$ cat config.mk
export PLATFORM = sky130hd
export DESIGN_NAME = fetch_sequencer
export DESIGN_NICKNAME = d
export VERILOG_FILES = /design/src/rtl/fetch_sequencer.sv
export SDC_FILE = /design/constraint.sdc
export NUM_CORES = 1
export LEC_CHECK = 0
export ABC_CLOCK_PERIOD_IN_PS = 5200
export BUFFER_PORTS_ARGS = -buffer_cell sky130_fd_sc_hd__buf_2
export CORE_MARGIN = 2
export CORE_UTILIZATION = 38
export DETAILED_ROUTE_END_ITERATION = 12
export MAX_ROUTING_LAYER = met4
export SYNTH_ARGS = -nofsm -noshare
export SYNTH_HDL_FRONTEND = slang
export SYNTH_SLANG_ARGS = --single-unit
$ cat constraint.sdc
create_clock -name clk -period 5.2 [get_ports clk]
set_clock_uncertainty 0.05 [all_clocks]
set_input_delay 0.52 -clock clk [delete_from_list [all_inputs] [get_ports clk]]
set_output_delay 0.52 -clock clk [all_outputs]
set_load 0.005 [all_outputs]
$ cat src/rtl/fetch_sequencer.sv
// Instruction fetch sequencer: owns the PC, drives a req/ack instruction-memory
// port, applies branch/jump redirects and holds one fetched instruction for decode.
module fetch_sequencer #(
  parameter logic [31:0] RESET_PC = 32'h0000_0000
) (
  input  logic        clk,
  input  logic        rst,
  output logic        imem_req,
  output logic [31:0] imem_addr,
  input  logic        imem_ack,
  input  logic [31:0] imem_rdata,
  input  logic        id_stall,
  input  logic        branch_taken,
  input  logic [31:0] branch_target,
  input  logic        jump,
  input  logic [31:0] jump_target,
  output logic        if_valid,
  output logic [31:0] if_inst,
  output logic [31:0] if_pc,
  output logic [31:0] if_pc_plus4
);

  typedef enum logic [1:0] {
    ST_IDLE  = 2'd0,
    ST_FETCH = 2'd1,
    ST_KILL  = 2'd2
  } state_t;

  state_t      state_q, state_d;
  logic [31:0] pc_q, pc_d;
  logic [31:0] kill_addr_q, kill_addr_d;
  logic        outstanding_q, outstanding_d;
  logic        if_valid_q, if_valid_d;
  logic [31:0] if_inst_q, if_inst_d;
  logic [31:0] if_pc_q, if_pc_d;

  logic        redirect;
  logic [31:0] target;
  logic        req;
  logic [31:0] addr;
  logic        accept;
  logic        consume;

  function automatic logic [31:0] word_align(input logic [31:0] a);
    return a & 32'hFFFF_FFFC;
  endfunction

  always_comb begin
    redirect = branch_taken | jump;
    target   = word_align(branch_taken ? branch_target : jump_target);
    consume  = if_valid_q & ~id_stall;

    req  = 1'b0;
    addr = pc_q;
    case (state_q)
      ST_FETCH: req = outstanding_q | ~if_valid_q | ~id_stall;
      // The abandoned request must complete at its original address.
      ST_KILL: begin
        req  = 1'b1;
        addr = kill_addr_q;
      end
      default: req = 1'b0;
    endcase

    accept = (state_q == ST_FETCH) & req & imem_ack & ~redirect;
  end

  always_comb begin
    state_d       = state_q;
    pc_d          = pc_q;
    kill_addr_d   = kill_addr_q;
    outstanding_d = req & ~imem_ack;
    if_valid_d    = if_valid_q;
    if_inst_d     = if_inst_q;
    if_pc_d       = if_pc_q;

    case (state_q)
      ST_IDLE:  state_d = ST_FETCH;
      ST_FETCH: begin
        if (redirect && req && !imem_ack) begin
          state_d     = ST_KILL;
          kill_addr_d = pc_q;
        end
      end
      ST_KILL:  if (imem_ack) state_d = ST_FETCH;
      default:  state_d = ST_IDLE;
    endcase

    // Flush beats stall; an ack only ever lands in an empty or just-consumed slot.
    if (redirect) begin
      if_valid_d = 1'b0;
      pc_d       = target;
    end else if (accept) begin
      if_valid_d = 1'b1;
      if_inst_d  = imem_rdata;
      if_pc_d    = pc_q;
      pc_d       = pc_q + 32'd4;
    end else if (consume) begin
      if_valid_d = 1'b0;
    end
  end

  always_ff @(posedge clk or posedge rst) begin
    if (rst) begin
      state_q       <= ST_IDLE;
      pc_q          <= RESET_PC;
      kill_addr_q   <= RESET_PC;
      outstanding_q <= 1'b0;
      if_valid_q    <= 1'b0;
      if_inst_q     <= 32'd0;
      if_pc_q       <= 32'd0;
    end else begin
      state_q       <= state_d;
      pc_q          <= pc_d;
      kill_addr_q   <= kill_addr_d;
      outstanding_q <= outstanding_d;
      if_valid_q    <= if_valid_d;
      if_inst_q     <= if_inst_d;
      if_pc_q       <= if_pc_d;
    end
  end

  assign imem_req    = req;
  assign imem_addr   = addr;
  assign if_valid    = if_valid_q;
  assign if_inst     = if_inst_q;
  assign if_pc       = if_pc_q;
  assign if_pc_plus4 = if_pc_q + 32'd4;

endmodule

==> flow_metrics.py <==
metrics = {
    "worst_setup_path": {
        "cp_cell_sequence": "nand4_1 -> nor4_4 -> nand2_1 -> nor3_1 -> xor2_1 -> buf_2",
        "reg2reg_from": "state_q[0]",
        "r2r_end": "kill_addr_q[4]",
        "cpMaxStageDelayCell": "nor4_4",
        "start_kind": "flop",
        "ff2ff_setup_slack_ns": 2.45,
        "critPathKind": "flop to output pin",
        "path_max_fanout": 6,
        "reg2regPathDepth": 7,
        "end_kind": "output pin",
        "max_stage_delay_ns": 0.54,
        "crit_arrival_ns": 2.41,
        "worstPathRequired_ns": 4.63,
    },
    "clocking": {
        "cts_buffer_depth": 2,
        "cts.htree.levels": 4,
        "cts.repair_timing.setup_buffer_count": 0,
        "insertion_delay_ns": 0.43,
        "cts-root-buf": "clkbuf_16",
        "cts_tree": "built",
        "cts_hold_buf": 0,
        "clkTransAtPathRegs_ns": 0.06,
        "clock_sinks": 126,
        "numCtsBuffers": 17,
        "cts_resized": 0,
    },
    "timing": {
        "setup-violations-final": 0,
        "fin_ws_ns": 2.22,
        "max_freq_mhz": 335,
        "setup_tns_ns": 0,
        "hold_viol": 0,
        "relSlewSlack_pct": 35.1,
        "timing.final.max_slew_violations": 0,
        "finalCritPeriodShare_pct": 57.4,
        "rsz0062_at_grt": "no",
        "tightest_slew_ns": 0.974,
        "min_period_ns": 2.98,
    },
    "finish": {
        "layout-drive-gt1-share_pct": 35.7,
        "layout_commonest_cell": "buf_2",
        "n_fill_cell": 1690,
        "diodes": 0,
        "area_growth_pct": 27.1,
        "finalNetCount": 1037,
        "most-common-layout-cells": "buf_2 (221), nand2_1 (199), dfrtp_1 (126), mux2_2 (58), xnor2_1 (35)",
    },
    "synthesis": {
        "ys_seq_area_share_pct": 46.4,
        "synth.cell_area_mm2": 0.00680,
        "synthCells": 730,
        "synth_top_area_share_pct": 46.4,
        "synth-seq-cells": 126,
        "synth_edf_count": 0,
        "synth_ff_type": "dfrtp_1",
        "ys_warn_count": 0,
        "synthDistinctLibCells": 59,
        "synth_top_area_cell": "dfrtp_1",
        "ys_async_sr_fraction_pct": 100,
        "syn_area_per_cell_um2": 9.31,
        "ys_top_cells_by_area": "dfrtp_1 (46%), nand2_1 (11%), mux2_2 (9.6%)",
    },
    "global_routing": {
        "antenna_found_initial": 0,
        "grt.total_usage_pct": 21.1,
        "grt_overflow": 0,
        "grt_pass1_vias": 5221,
        "grt_max_degree": 78,
        "grt_pass1_wl_mm": 29.1,
    },
    "min_path": {
        "hold_end": "if_inst[5]",
        "hold_class": "primary input to flop",
        "min_from": "imem_rdata[5]",
        "hold_path_depth": 3,
    },
    "power_and_ir_drop": {
        "p_per_area_mw_per_mm2": 518,
        "ir_worst_vdd_mv": 0.269,
        "p_leak_nw": 4.14,
    },
    "place": {
        "io_buffer_count": 221,
        "gp_congestion": 0.809,
        "dp_hpwl_mm": 13.8,
        "pre_cts_slack_ns": 2.06,
    },
    "flow_run": {
        "drv_cap": 0,
    },
    "drt": {
        "route.detailed.drc": 0,
        "wl_per_cell_um": 16.6,
        "ant_nets": 0,
        "routed_via_density": 5.04,
        "vias": 5886,
        "wirelength_mm": 19.4,
        "drtPass1Iterations": 5,
        "drt_iter0_drc": 339,
    },
    "floorplan": {
        "rows": 48,
        "dieArea_mm2": 0.0190,
        "start_util_pct": 39.0,
        "core_area_mm2": 0.0174,
        "die_height_um": 138,
        "io_pins": 232,
        "die_w_um": 138,
    },
    "outcome": {
        "status": "finished clean",
    },
}
==> cells in the mapped netlist (all sizes together) (2+ instances only) <==
| cell | number |
|---|---|
| o21ai | 20 |
| nor2b | 9 |
| mux2i | 7 |
| nand4 | 18 |
| and4 | 5 |
| a22oi | 6 |
| a211oi | 11 |
| xor2 | 11 |
| or3 | 3 |
| nor4 | 5 |
| and2 | 4 |
| dfrtp | 126 |
| xnor2 | 35 |
| clkbuf | 28 |
| a21oi | 25 |
| inv | 15 |
| nor3b | 4 |
| buf | 23 |
| nor3 | 20 |
| o311ai | 2 |
| nand2 | 200 |
| ha | 5 |
| nor2 | 26 |
| a2bb2oi | 2 |
| nand2b | 4 |
| mux2 | 59 |
| o211ai | 2 |
| and3 | 5 |
| o22ai | 8 |
| nand3 | 28 |
==> critical path, delay by kind of cell (launching register included) <==
kind                   cells  cell delay (ns)
AND/OR/NAND/NOR            4             1.25
flip-flops                 1             0.45
buffers and inverters      1             0.12
XOR/XNOR                   1             0.16
==> worst max-delay path by stage <==
stage	from	to	slack, ns	depth (start not counted)
2_1_floorplan	rst	if_inst[0]	1.27	1
3_3_place_gp	branch_taken	kill_addr_q[5]	2.10	6
3_5_place_dp	branch_taken	kill_addr_q[8]	2.06	6
4_1_cts	if_pc[4]	if_pc_plus4[31]	2.16	6
5_1_grt	if_pc[4]	if_pc_plus4[31]	1.92	6
6_report	if_pc[4]	if_pc_plus4[31]	2.22	6
==> metrics by stage <==
step / hold WS, ns / total power [W] / instances / cell area (µm²) / utilization [%]
after CTS: 0.216 / 0.00452 / 1168 / 8640 / 49.6
final: 0.229 / 0.00448 / 1168 / 8640 / 49.6
after global routing: 0.225 / 0.00480 / 1168 / 8640 / 49.6
after detailed placement: 0.406 / 0.00319 / 1136 / 7990 / 45.8
after global placement: 0.403 / 0.00315 / 1136 / 7990 / 45.8
after floorplan: 0.408 / 0.00251 / 735 / 6820 / -
==> area by class of cell <==
cell class	instances	area (µm²)	area share [%]
clock buffers	18	439	5.08
clock inverters	14	215	2.49
inverters	15	58.8	0.681
multi-input cells	542	3330	38.6
flip-flops and latches	126	3150	36.5
well taps	225	282	3.26
repair buffers	228	1160	13.4
==> cells by family after synthesis <==
family	count (synthesis)	share of synthesized area [%]
adder cells (fa/ha/maj)	5	0.920
buffers and inverters	67	5.03
flip-flops	126	46.4
XOR/XNOR	46	5.93
other	1	0.0552
multiplexers	66	10.8
AND/OR/NAND/NOR	337	23.5
AO/OA/AOI/OAI	82	7.36
==> registers in the layout, indices dropped and copies added, names as in the netlist <==
signal,cells
kill_addr_q,30
outstanding_q,1
if_inst,32
if_valid,1
pc_q,30
state_q,2
if_pc,30
==> metal layers <==
| layer | track usage, % | vias to the layer above | part of all wire, % |
|---|---|---|---|
| li1 | - | 2868 | - |
| met5 | - | - | 0 |
| met2 | 30.2 | 206 | 45 |
| met4 | 7.43 | 0 | 1.6 |
| met1 | 30.1 | 2791 | 48 |
| met3 | 3.79 | 21 | 6.0 |
==> power by group <==
group	switching (W)	total, W	internal (W)
sequential	0.000337	0.00170	0.00137
clock	0.000464	0.00133	0.000862
combinational	0.000706	0.00145	0.000744
total	0.00151	0.00448	0.00297
Note: power is estimated with default switching activity, not from simulation.
